<file path="config.mk">
export PLATFORM = sky130hd
export DESIGN_NAME = tanh_sched
export DESIGN_NICKNAME = d
export VERILOG_FILES = /design/src/rtl/lstm_pkg.sv /design/src/rtl/rr_arbiter.sv /design/src/rtl/tanh_sched.sv
export SDC_FILE = /design/constraint.sdc
export NUM_CORES = 1
export LEC_CHECK = 0
export CORE_MARGIN = 2
export CORE_UTILIZATION = 35
export CTS_BUF_LIST = sky130_fd_sc_hd__clkbuf_4 sky130_fd_sc_hd__clkbuf_8 sky130_fd_sc_hd__clkbuf_16
export CTS_CLUSTER_DIAMETER = 150
export CTS_CLUSTER_SIZE = 20
export DETAILED_ROUTE_END_ITERATION = 8
export PLACE_DENSITY = 0.77
export SETUP_SLACK_MARGIN = 0.5
export SKIP_LAST_GASP = 1
export SLEW_MARGIN = 40
export SYNTH_ARGS = -nofsm -noshare
export SYNTH_HDL_FRONTEND = slang
export SYNTH_HIERARCHICAL = 1
export SYNTH_SLANG_ARGS = --single-unit
</file>
<file path="constraint.sdc">
create_clock -name clk -period 3.5 [get_ports clk]
set_input_delay 0.7 -clock clk [delete_from_list [all_inputs] [get_ports clk]]
set_output_delay 0.7 -clock clk [all_outputs]
set_load 0.05 [all_outputs]
</file>
<file path="src/rtl/lstm_pkg.sv">
// lstm_pkg: shared LSTM datapath defaults, fixed-point type, result tag and scheduler states
package lstm_pkg;
  localparam int DWIDTH_DEF = 16;
  localparam int LAT_DEF = 3;
  localparam int IDW = 3;
  typedef logic signed [DWIDTH_DEF-1:0] fix_t;
  typedef struct packed {
    logic valid;
    logic [IDW-1:0] id;
  } tag_t;
  typedef enum logic {IDLE, BURST} sched_state_t;
endpackage

</file>
<file path="src/rtl/rr_arbiter.sv">
// rr_arbiter: combinational round-robin one-hot grant, searching from ptr upward with wrap
module rr_arbiter #(
  parameter int N = 4,
  parameter int IW = N > 1 ? $clog2(N) : 1
) (
  input logic [N-1:0] req,
  input logic [IW-1:0] ptr,
  output logic [N-1:0] gnt,
  output logic [IW-1:0] idx
);
  logic [IW-1:0] j;
  always_comb begin
    gnt = '0;
    idx = '0;
    j = '0;
    for (int k = N - 1; k >= 0; k--) begin
      j = IW'((int'(ptr) + k) % N);
      if (req[j]) begin
        gnt = N'(1) << j;
        idx = j;
      end
    end
  end
endmodule

</file>
<file path="src/rtl/tanh_sched.sv">
// tanh_sched: round-robin/burst-lock scheduler sharing one pipelined tanh unit, results tagged with requester id
module tanh_sched
  import lstm_pkg::*;
#(
  parameter int NREQ = 4,
  parameter int DWIDTH = DWIDTH_DEF,
  parameter int LAT = LAT_DEF,
  localparam int IW = NREQ > 1 ? $clog2(NREQ) : 1
) (
  input logic clk,
  input logic rst,
  input logic [NREQ-1:0] req_valid,
  input logic [NREQ-1:0] req_last,
  input logic [NREQ*DWIDTH-1:0] req_data,
  output logic [NREQ-1:0] req_ready,
  output logic tanh_en,
  output logic [DWIDTH-1:0] tanh_x,
  input logic [DWIDTH-1:0] tanh_y,
  output logic res_valid,
  output logic [IW-1:0] res_id,
  output logic [DWIDTH-1:0] res_data,
  output logic busy
);
  sched_state_t state, state_n;
  logic [IW-1:0] rr_ptr, rr_ptr_n, owner, owner_n, gnt_idx, aid;
  logic [NREQ-1:0] gnt;
  logic accept, alast, inflight;
  logic [DWIDTH-1:0] adata;
  tag_t tags [LAT+1];

  rr_arbiter #(.N(NREQ), .IW(IW)) u_arb (
    .req(req_valid),
    .ptr(rr_ptr),
    .gnt(gnt),
    .idx(gnt_idx)
  );

  always_comb begin
    aid = state == BURST ? owner : gnt_idx;
    req_ready = rst ? '0 : state == BURST ? NREQ'(1) << owner : gnt;
    accept = |(req_valid & req_ready);
    alast = req_last[aid];
    adata = req_data[int'(aid)*DWIDTH +: DWIDTH];
    state_n = accept ? (alast ? IDLE : BURST) : state;
    owner_n = accept && !alast ? aid : owner;
    rr_ptr_n = accept && alast ? (int'(aid) == NREQ - 1 ? '0 : aid + IW'(1)) : rr_ptr;
  end

  always_ff @(posedge clk or posedge rst) begin
    if (rst) begin
      state <= IDLE;
      rr_ptr <= '0;
      owner <= '0;
      tanh_en <= 1'b0;
      tanh_x <= '0;
      for (int s = 0; s <= LAT; s++) tags[s] <= '0;
    end else begin
      state <= state_n;
      rr_ptr <= rr_ptr_n;
      owner <= owner_n;
      tanh_en <= accept;
      if (accept) tanh_x <= adata;
      tags[0] <= {accept, IDW'(aid)};
      for (int s = 1; s <= LAT; s++) tags[s] <= tags[s-1];
    end
  end

  always_comb begin
    inflight = 1'b0;
    for (int s = 0; s <= LAT; s++) inflight |= tags[s].valid;
  end

  assign busy = state == BURST || inflight;
  assign res_valid = tags[LAT].valid;
  assign res_id = IW'(tags[LAT].id);
  assign res_data = tanh_y;
endmodule

</file>
# Word-level counts from Yosys, hierarchy flattened
# Cells that the tools add are included.
[totals]
output_inout_bits = 41
word_cells = 60
in_bits = 90
regBits = 33
[op_classes]
n_bitwise = 4
n_reduce_logical = 5
magnitude_cmp = 5
shift = 6
n_addsub = 4
mux = 23
eq_ne = 1
[op_table]
columns = ["operator", "count"]
rows = [
  ["64-bit by 7-bit variable part select with 16-bit output", 1],
  ["4-bit 2-to-1 mux", 6],
  ["1-bit by 2-bit << shifter with 4-bit output (first input constant)", 5],
  ["2-bit by 3-bit less-than comparator with 1-bit output (second input constant)", 5],
  ["2-bit 2-to-1 mux", 6],
  ["1-bit binary-select mux with 2-bit select", 5],
  ["1-bit 2-to-1 mux", 6],
  ["2-bit by 1-bit adder with 2-bit output (second input constant)", 2],
  ["2-bit adder (second input constant)", 2],
  ["4-bit AND", 1],
  ["4-bit OR reduction", 1],
  ["1-bit OR", 3],
  ["2-bit by 1-bit == test with 1-bit output (second input constant)", 1],
  ["1-bit logical AND", 2],
  ["1-bit zero test", 1],
  ["1-bit logical OR", 1],
]

# Logic depth before layout (Yosys ltp)
# Gate-level depths: netlist (run 1).
[logic_depth]
depth_word = 12
mapped_depth = 13
depth_no_buf = 11

# Cells and area by module
# Netlist (run 1), hierarchy kept.
[modules_own_cells]
columns = ["module", "seq_area_each_um2", "area_per_inst_um2", "n_inst", "cells_each"]
rows = [
  ["tanh_sched", 825.8, 1843.0, 1, 122],
  ["rr_arbiter", 0.0, 490.5, 1, 60],
]

# Worst setup path before layout (run 1)
# Ideal clock, no wire load.
[synth_path]
kind = "reg-to-output"
startpoint = "register rr_ptr[1]"
endpoint = "output port req_ready[2]"
slack_ps = -267
n_path_buf = 1
required_time_ps = 2800
path_stages_with_launch = 10
arrival_time_ps = 3067
path_cell_list = "dfrtp_1 > inv_1 > ha_1 > clkbuf_2 > mux4_2 > or4_1 > a21o_1 > o211ai_1 > nand2b_1 > a21oi_1"
[synth_between]
elab_chain_len = 9
elab_cells_between_ends = 21
classes_between = "add/sub (3); shift (4); mux (14)"
[synth_rtl]
columns = ["item", "line_no", "source"]
rows = [
  ["from (decl)", "tanh_sched.sv:25", "logic [IW-1:0] rr_ptr, rr_ptr_n, owner, owner_n, gnt_idx, aid;"],
  ["from (signal assigned)", "tanh_sched.sv:59", "rr_ptr <= rr_ptr_n;"],
  ["2-bit adder", "rr_arbiter.sv:17", "j = IW'((int'(ptr) + k) % N);"],
  ["1-bit binary-select mux with 2-bit select", "rr_arbiter.sv:18", "if (req[j]) begin"],
  ["1-bit 2-to-1 mux (not written as such)", "rr_arbiter.sv:18", ""],
  ["4-bit 2-to-1 mux (3 in a row)", "rr_arbiter.sv:18", ""],
  ["4-bit 2-to-1 mux *", "rr_arbiter.sv:18", ""],
  ["named net gnt[2]", "tanh_sched.sv:26", "logic [NREQ-1:0] gnt;"],
  ["4-bit 2-to-1 mux * (2 in a row)", "tanh_sched.sv:40", "req_ready = rst ? '0 : state == BURST ? NREQ'(1) << owner : gnt;"],
  ["to (decl)", "tanh_sched.sv:15", "output logic [NREQ-1:0] req_ready,"],
]
# The timed path passes the listed nets; every way through them passes the cells marked *. The select of a mux whose other input is x is not followed.

# Worst setup path after layout (run 1)
[layout_path]
startpoint = "register rr_ptr[0]"
endpoint = "output port req_ready[2]"
# Same word-level chain as after synthesis.

==> results of run 1 <==
## layout make-up
| type | instances | share of cell area (%) |
|---|---|---|
| Multi-Input combinational cell | 118 | 36.5 |
| Tap cell | 77 | 2.51 |
| Inverter | 7 | 0.816 |
| Timing Repair Buffer | 135 | 35.4 |
| Sequential cell | 33 | 21.6 |
| Clock inverter | 1 | 0.784 |
| Clock buffer | 7 | 2.35 |
## per-stage QoR
step	hold slack, ns	utilization [%]	power, W	setup slack [ns]
floorplan	0.331	-	0.00256	0.161
global placement	0.334	54.9	0.00328	-0.153
detailed placement	0.336	54.9	0.00331	-0.158
CTS	0.351	59.8	0.00400	0.105
global route	0.356	60.0	0.00420	0.0155
finish	0.350	60.0	0.00401	0.124
## what timing repair did
item                       4_1_cts  5_1_grt
setup endpoints to repair       25       26
pin swaps                        7        4
buffers inserted                12        0
cloned                           1        0
resized for setup               33        3
## report_power, final
| part | internal, W | leakage (nW) | switching, W |
|---|---|---|---|
| Clock | 0.000240 | 0.0619 | 0.000136 |
| Sequential | 0.000579 | 0.395 | 0.000145 |
| Combinational | 0.00150 | 1.11 | 0.00141 |
## sequential cells by signal, summed over array words and instances (netlist names)
signal and flops:
state 1, tags 9, owner 2, res_valid 1
rr_ptr 2, tanh_x 16, res_id 2
## Yosys cell counts (all sizes together), types with 3 or more instances
library cell	instances	share of area, %
inv	7	1.1
mux2i	5	3.2
mux2	23	11
nand2	3	0.48
buf	23	7.5
dfrtp	33	35
nand4	6	2.3
ha	8	4.3
o21ai	4	0.86
mux4	19	18
a31oi	3	0.80
nor3b	3	0.97
o21a	3	0.97
nor2	5	0.80
a22oi	3	0.97
a21oi	4	0.86
## layer usage
layer	routed length, um	GRT usage [%]
met3	417	4.04
met1	2480	20.9
met2	3290	29.0
met5	0	0
met4	89	4.76
## worst max-delay path: stages, from the launching register on
cell and delay, ns:
dfrtp_2 0.45, buf_6 0.13, mux4_2 0.49, or4_1 0.52, a21o_1 0.16, o211ai_1 0.08
nand2b_1 0.13, buf_6 0.14, a21oi_4 0.14, buf_12 0.15
## worst paths after layout
path / endpoint / slack [ns] / from / depth (start not counted)
max: req_ready[2] / 0.12 / rr_ptr[0] / 9
min: res_id[0] / 0.35 / tags[4] / 0
max reg2reg: tanh_x[8] / 0.13 / rr_ptr[0] / 13
min reg2reg: res_id[0] / 0.35 / tags[4] / 0
max in group asynchronous: rr_ptr[0] / 2.01 / rst / 3
min in group asynchronous: tags[7] / 1.17 / rst / 3
## cells by family after synthesis
group,after synthesis,share of synthesized area (%)
multiplexers,47,32.8
AO/OA/AOI/OAI,27,8.47
adder cells (fa/ha/maj),8,4.29
XOR/XNOR,1,0.375
buffers and inverters,31,8.79
flip-flops,33,35.4
AND/OR/NAND/NOR,35,9.87
## placed cells by master (no fill, tap or decap), types with 2 or more instances in the layout
master,Yosys,layout
a21o_1,2,2
a21oi_1,4,3
a22oi_1,3,2
a31oi_1,3,3
buf_12,0,6
buf_2,1,2
buf_4,21,29
buf_6,1,4
clkbuf_8,0,6
clkdlybuf4s15_1,0,2
clkdlybuf4s50_1,0,90
dfrtp_1,33,31
dfrtp_2,0,2
ha_1,8,7
inv_1,6,4
inv_2,1,2
mux2_2,20,15
mux2_4,0,7
mux2i_2,0,2
mux2i_4,2,2
mux4_2,18,19
nand2_1,3,2
nand2b_1,2,2
nand3b_1,2,2
nand4_1,5,5
nor2_1,5,5
nor3b_1,3,2
o21a_1,3,2
o21ai_0,2,2
o21ai_1,2,2
or2_4,0,2
==> out/qor.txt, run 1 <==
run status = complete, no violations
fin cells = 378
Post-DP HPWL = 4720 um
CP Launch Type = flop
CTS H-tree depth = 2
first-pass GRT wire length = 9750 um
# fillers = 513
DR vias/cell = 5.24
critical path type = flop to primary output
crit-path max FO = 5
nets = 398
CP endpoint kind = primary output
yosys warns = 6
maximum VDD drop = 0.832 mV
share of cells above drive strength 1 = 39.2%
CP arrival = 2.68 ns
root buf cell = clkbuf_8
Tmin final = 3.38 ns
Clock Skews = 0.00547 ns
drt total wl = 6280 um
library cells used by synthesis = 48
Remaining DRCs = 0
antenna-violating nets left = 0
worst-skew pair later-pin latency = 0.28 ns
Die Y-Extent = 85.7 um
vias in the first global route = 2001
Vias = 1979
CP Data Required Time = 2.80 ns
final max-slew violation count = 0
Sum Neg Setup Slack = 0 ns
final hold vios = 0
area grow syn2layout = 64.2%
cell area after synthesis = 2330 um2
die width = 85.7 um
largest net degree at the start of global routing = 34
CTS buffer count = 5
Rel. slew slack = 62.4%
Iter 0 DRT Violations = 80
I/O pin count = 131
CTS tree = done
Area after DPL = 3500 um2
GP Congestion = 0.847
average wire per standard cell = 16.6 um
type of the worst min-delay path = flop to flop
fin crit share = 96.4%
design area = 3830 um2
Max Fclk = 0.296 GHz
worst-margin pin slew = 0.564 ns
RSZ-0062 raised after global routing = true
clock transition at the registers of the reported paths = 0.07 ns
initial core utilization = 36.5%
Clock Sinks = 33
hold_buf cts = 0
Synth Flop Type = dfrtp_1
max cap viols = 0
Cell Rows = 29
GRT Total Usage = 16.8%
register area = 828 um2
Synth Register Bits = 33
DR pass1 iterations = 4
dpl cells = 357
Antenna diodes = 0
initial antenna violation count = 0
Core Footprint = 6390 um2
port bufs = 98
Die ar. = 7340 um2
Clock Path Buffers = 2
EDFF count, synth = 0
asr flop ratio synth = 100%
area of the multi-input gates = 1400 um2
instance count of the mapped netlist = 182
Seq/Total Area, Yosys = 35.4%
mean post-synth cell area = 12.8 um2
Mapped Nets = 280
# setup viols final = 0
total leakage power = 1.57 nW
GRT overflow = 0
Power Density = 1050 nW/um2
Power figures use the tool's default switching activity.
==> inputs of run 2 (changes only) <==
--- a/config.mk
+++ b/config.mk
@@ -7,14 +7,13 @@
 export LEC_CHECK = 0
 export CORE_MARGIN = 2
 export CORE_UTILIZATION = 35
-export CTS_BUF_LIST = sky130_fd_sc_hd__clkbuf_4 sky130_fd_sc_hd__clkbuf_8 sky130_fd_sc_hd__clkbuf_16
 export CTS_CLUSTER_DIAMETER = 150
 export CTS_CLUSTER_SIZE = 20
 export DETAILED_ROUTE_END_ITERATION = 8
-export PLACE_DENSITY = 0.77
+export PLACE_DENSITY = 0.85
 export SETUP_SLACK_MARGIN = 0.5
 export SKIP_LAST_GASP = 1
-export SLEW_MARGIN = 40
+export SLEW_MARGIN = 10
 export SYNTH_ARGS = -nofsm -noshare
 export SYNTH_HDL_FRONTEND = slang
 export SYNTH_HIERARCHICAL = 1
==> run 2 against run 1 <==
Effect of this change: worst setup slack got worse by 0.023 ns; sequential power fell by 1%; maximum frequency fell by 0.69%; final area rose by 4.7%; largest cell class is now buffers; critical path depth rose by 1; sequential share of layout area fell by 0.98 points; utilization rose by 2.8 points; count of clock-buffer cells in the layout did not move; combinational power rose by 11%; critical endpoint is now req_ready[0]; critical path type unchanged; largest power group unchanged; highest routed layer unchanged.
==> out/qor.txt, run 2 (synthesis results as in run 1) <==
CP Cell Sequence = buf_12, buf_8, buf_4, mux4_2, and2b_2, a22oi_1, a31oi_1, nor3b_2, or2_4, buf_12 (was buf_6, mux4_2, or4_1, a21o_1, o211ai_1, nand2b_1, buf_6, a21oi_4, buf_12)
dpl cells = 355 (was 357)
first-pass GRT wire length = 10200 um (was 9750 um)
FF-to-FF End = tanh_x[7] (was tanh_x[8])
Die Y-Extent = 85.7 um (unchanged)
final max-slew violation count = 0 (unchanged)
slowest stage delay, CP = 0.47 ns (was 0.52 ns)
# fillers = 471 (was 513)
global-route met3 utilization = 5.39% (was 4.04%)
M2 GR Usage = 31.5% (was 29.0%)
type of the worst min-delay path = flop to flop (unchanged)
antenna-violating nets left = 0 (unchanged)
hold path depth = 0 (unchanged)
Worst path most repeated cell = buf_12 (was buf_6)
Cell Rows = 29 (unchanged)
Die ar. = 7340 um2 (unchanged)
Clock Path Buffers = 2 (unchanged)
Clk pwr share = 8.5% (was 9.4%)
Core Footprint = 6390 um2 (unchanged)
Antenna diodes = 0 (unchanged)
CP arrival = 2.70 ns (was 2.68 ns)
GRT overflow = 0 (unchanged)
port bufs = 98 (unchanged)
# setup viols final = 0 (unchanged)
crit-path max FO = 3 (was 5)
max cap viols = 0 (unchanged)
Vias = 2093 (was 1979)
R2R setup slack = 0.13 ns (about the same)
Post-DP HPWL = 4650 um (was 4720 um)
fin cells = 389 (was 378)
CP Data Required Time = 2.80 ns (about the same)
Most flops, register = tanh_x (unchanged)
area grow syn2layout = 72.0% (was 64.2%)
routing usage on met1 = 20.6% (was 20.9%)
sw frac = 41.7% (was 42.2%)
initial antenna violation count = 0 (unchanged)
maximum VDD drop = 0.616 mV (was 0.832 mV)
total leakage power = 1.64 nW (was 1.57 nW)
Int Pwr = 0.00250 W (was 0.00232 W)
Max Fclk = 0.294 GHz (was 0.296 GHz)
Rel. slew slack = 60.0% (was 62.4%)
CP endpoint kind = primary output (unchanged)
root buf cell = clkbuf_8 (unchanged)
Clock Skews = 0.00391 ns (was 0.00547 ns)
vias in the first global route = 2196 (was 2001)
NetSw = 0.00179 W (was 0.00169 W)
Comb pwr share = 74.9% (was 72.6%)
I/O pin count = 131 (unchanged)
worst-skew pair later-pin latency = 0.28 ns (about the same)
Reg2Reg Depth = 15 (was 13)
share of cells above drive strength 1 = 42.9% (was 39.2%)
CTS buffer count = 5 (unchanged)
average wire per standard cell = 17.5 um (was 16.6 um)
critical path type = flop to primary output (unchanged)
Tot Pwr = 0.00429 W (was 0.00401 W)
largest net degree at the start of global routing = 34 (unchanged)
CTS H-tree depth = 2 (unchanged)
Remaining DRCs = 0 (unchanged)
Hold EP = tags[4] (was res_id[0])
Iter 0 DRT Violations = 105 (was 80)
DR pass1 iterations = 4 (unchanged)
Sum Neg Setup Slack = 0 ns (unchanged)
Tmin final = 3.40 ns (was 3.38 ns)
hold_buf cts = 0 (unchanged)
worst hold start = tags[8] (was tags[4])
drt total wl = 6810 um (was 6280 um)
Seq pwr share = 16.6% (was 18.0%)
clock transition at the registers of the reported paths = 0.07 ns (about the same)
RSZ-0062 raised after global routing = true (unchanged)
initial core utilization = 36.5% (unchanged)
most frequent cells in the layout = clkdlybuf4s50_1, dfrtp_1, buf_4 (unchanged)
CTS tree = done (unchanged)
commonest non-fill, non-tap cell in the layout = clkdlybuf4s50_1 (unchanged)
GP Congestion = 0.893 (was 0.847)
DR vias/cell = 5.38 (was 5.24)
biggest regs = tanh_x x16, tags x9 (unchanged)
CP Launch Type = flop (unchanged)
worst hold slack = 0.350 ns (about the same)
fin crit share = 97.1% (was 96.4%)
Power Density = 1070 nW/um2 (was 1050 nW/um2)
max FFs per register = 16 (unchanged)
crit path max-delay cell type = mux4_2 (was or4_1)
RR Startpoint = rr_ptr[0] (unchanged)
die width = 85.7 um (unchanged)
final core occ = 62.8% (was 60.0%)
gr busiest metal = met2 (unchanged)
GRT Total Usage = 17.7% (was 16.8%)
nets = 409 (was 398)
run status = complete, no violations (unchanged)
Clock Sinks = 33 (unchanged)
worst-margin pin slew = 0.600 ns (was 0.564 ns)
final hold vios = 0 (unchanged)
-- run 2: final cells by class --
type,instances,area [um2],share of cell area [%]
timing repair buffer,146,1510,37.5
multi-input combinational,118,1430,35.7
sequential,33,828,20.6
tap,77,96.3,2.40
clock buffer,7,86.3,2.15
inverter,7,31.3,0.780
clock inverter,1,30.0,0.748
-- run 2: worst max path at each step --
| stage | slack, ns | end | cells after the start | startpoint |
|---|---|---|---|---|
| 3_3_place_gp | -0.17 | rr_ptr[1] | 11 | req_valid[1] |
| 4_1_cts | 0.1 | req_ready[2] | 11 | rr_ptr[0] |
| 5_1_grt | 0.03 | req_ready[1] | 11 | rr_ptr[0] |
| 6_report | 0.10 | req_ready[0] | 10 | rr_ptr[0] |
| 3_5_place_dp | -0.20 | tanh_x[15] | 10 | req_valid[0] |
| 2_1_floorplan | 0.16 | tanh_x[10] | 13 | rr_ptr[0] |
-- run 2: repair_timing --
item	in CTS	in global routing
pin swaps	11	7
hold endpoints to repair	0	0
resized for setup	31	17
endpoints found under the setup margin	26	26
cloned	2	0
setup buffers	18	6
-- run 2: through the flow --
stage | setup WS (ns) | instance area, um2
after floorplan | 0.161 | 2390
after global placement | -0.169 | 3500
after detailed placement | -0.203 | 3500
after CTS | 0.0987 | 3890
after global routing | 0.0335 | 4010
final | 0.101 | 4010
-- run 2: power by group through the flow --
stage / Combinational, W / Sequential (W) / Clock [W]
2_1_floorplan: 0.00151 / 0.00106 / 0
3_3_place_gp: 0.00257 / 0.000710 / 0
3_5_place_dp: 0.00262 / 0.000724 / 0
4_1_cts: 0.00302 / 0.000712 / 0.000370
5_1_grt: 0.00337 / 0.000742 / 0.000392
6_report: 0.00322 / 0.000714 / 0.000365
-- run 2: per-layer routing --
layer  vias up  part of all wire, %
met5         -                    0
met4         0                  1.0
met3        10                  6.8
met2        91                   55
met1      1047                   38
li1        945                    -
-- run 2: worst max-delay path, delay by kind of cell (launching register included) --
family	cells	cell delay, ns
simple gates	3	0.71
mux	1	0.47
buf+inv	4	0.54
flops	1	0.44
compound gates	2	0.28
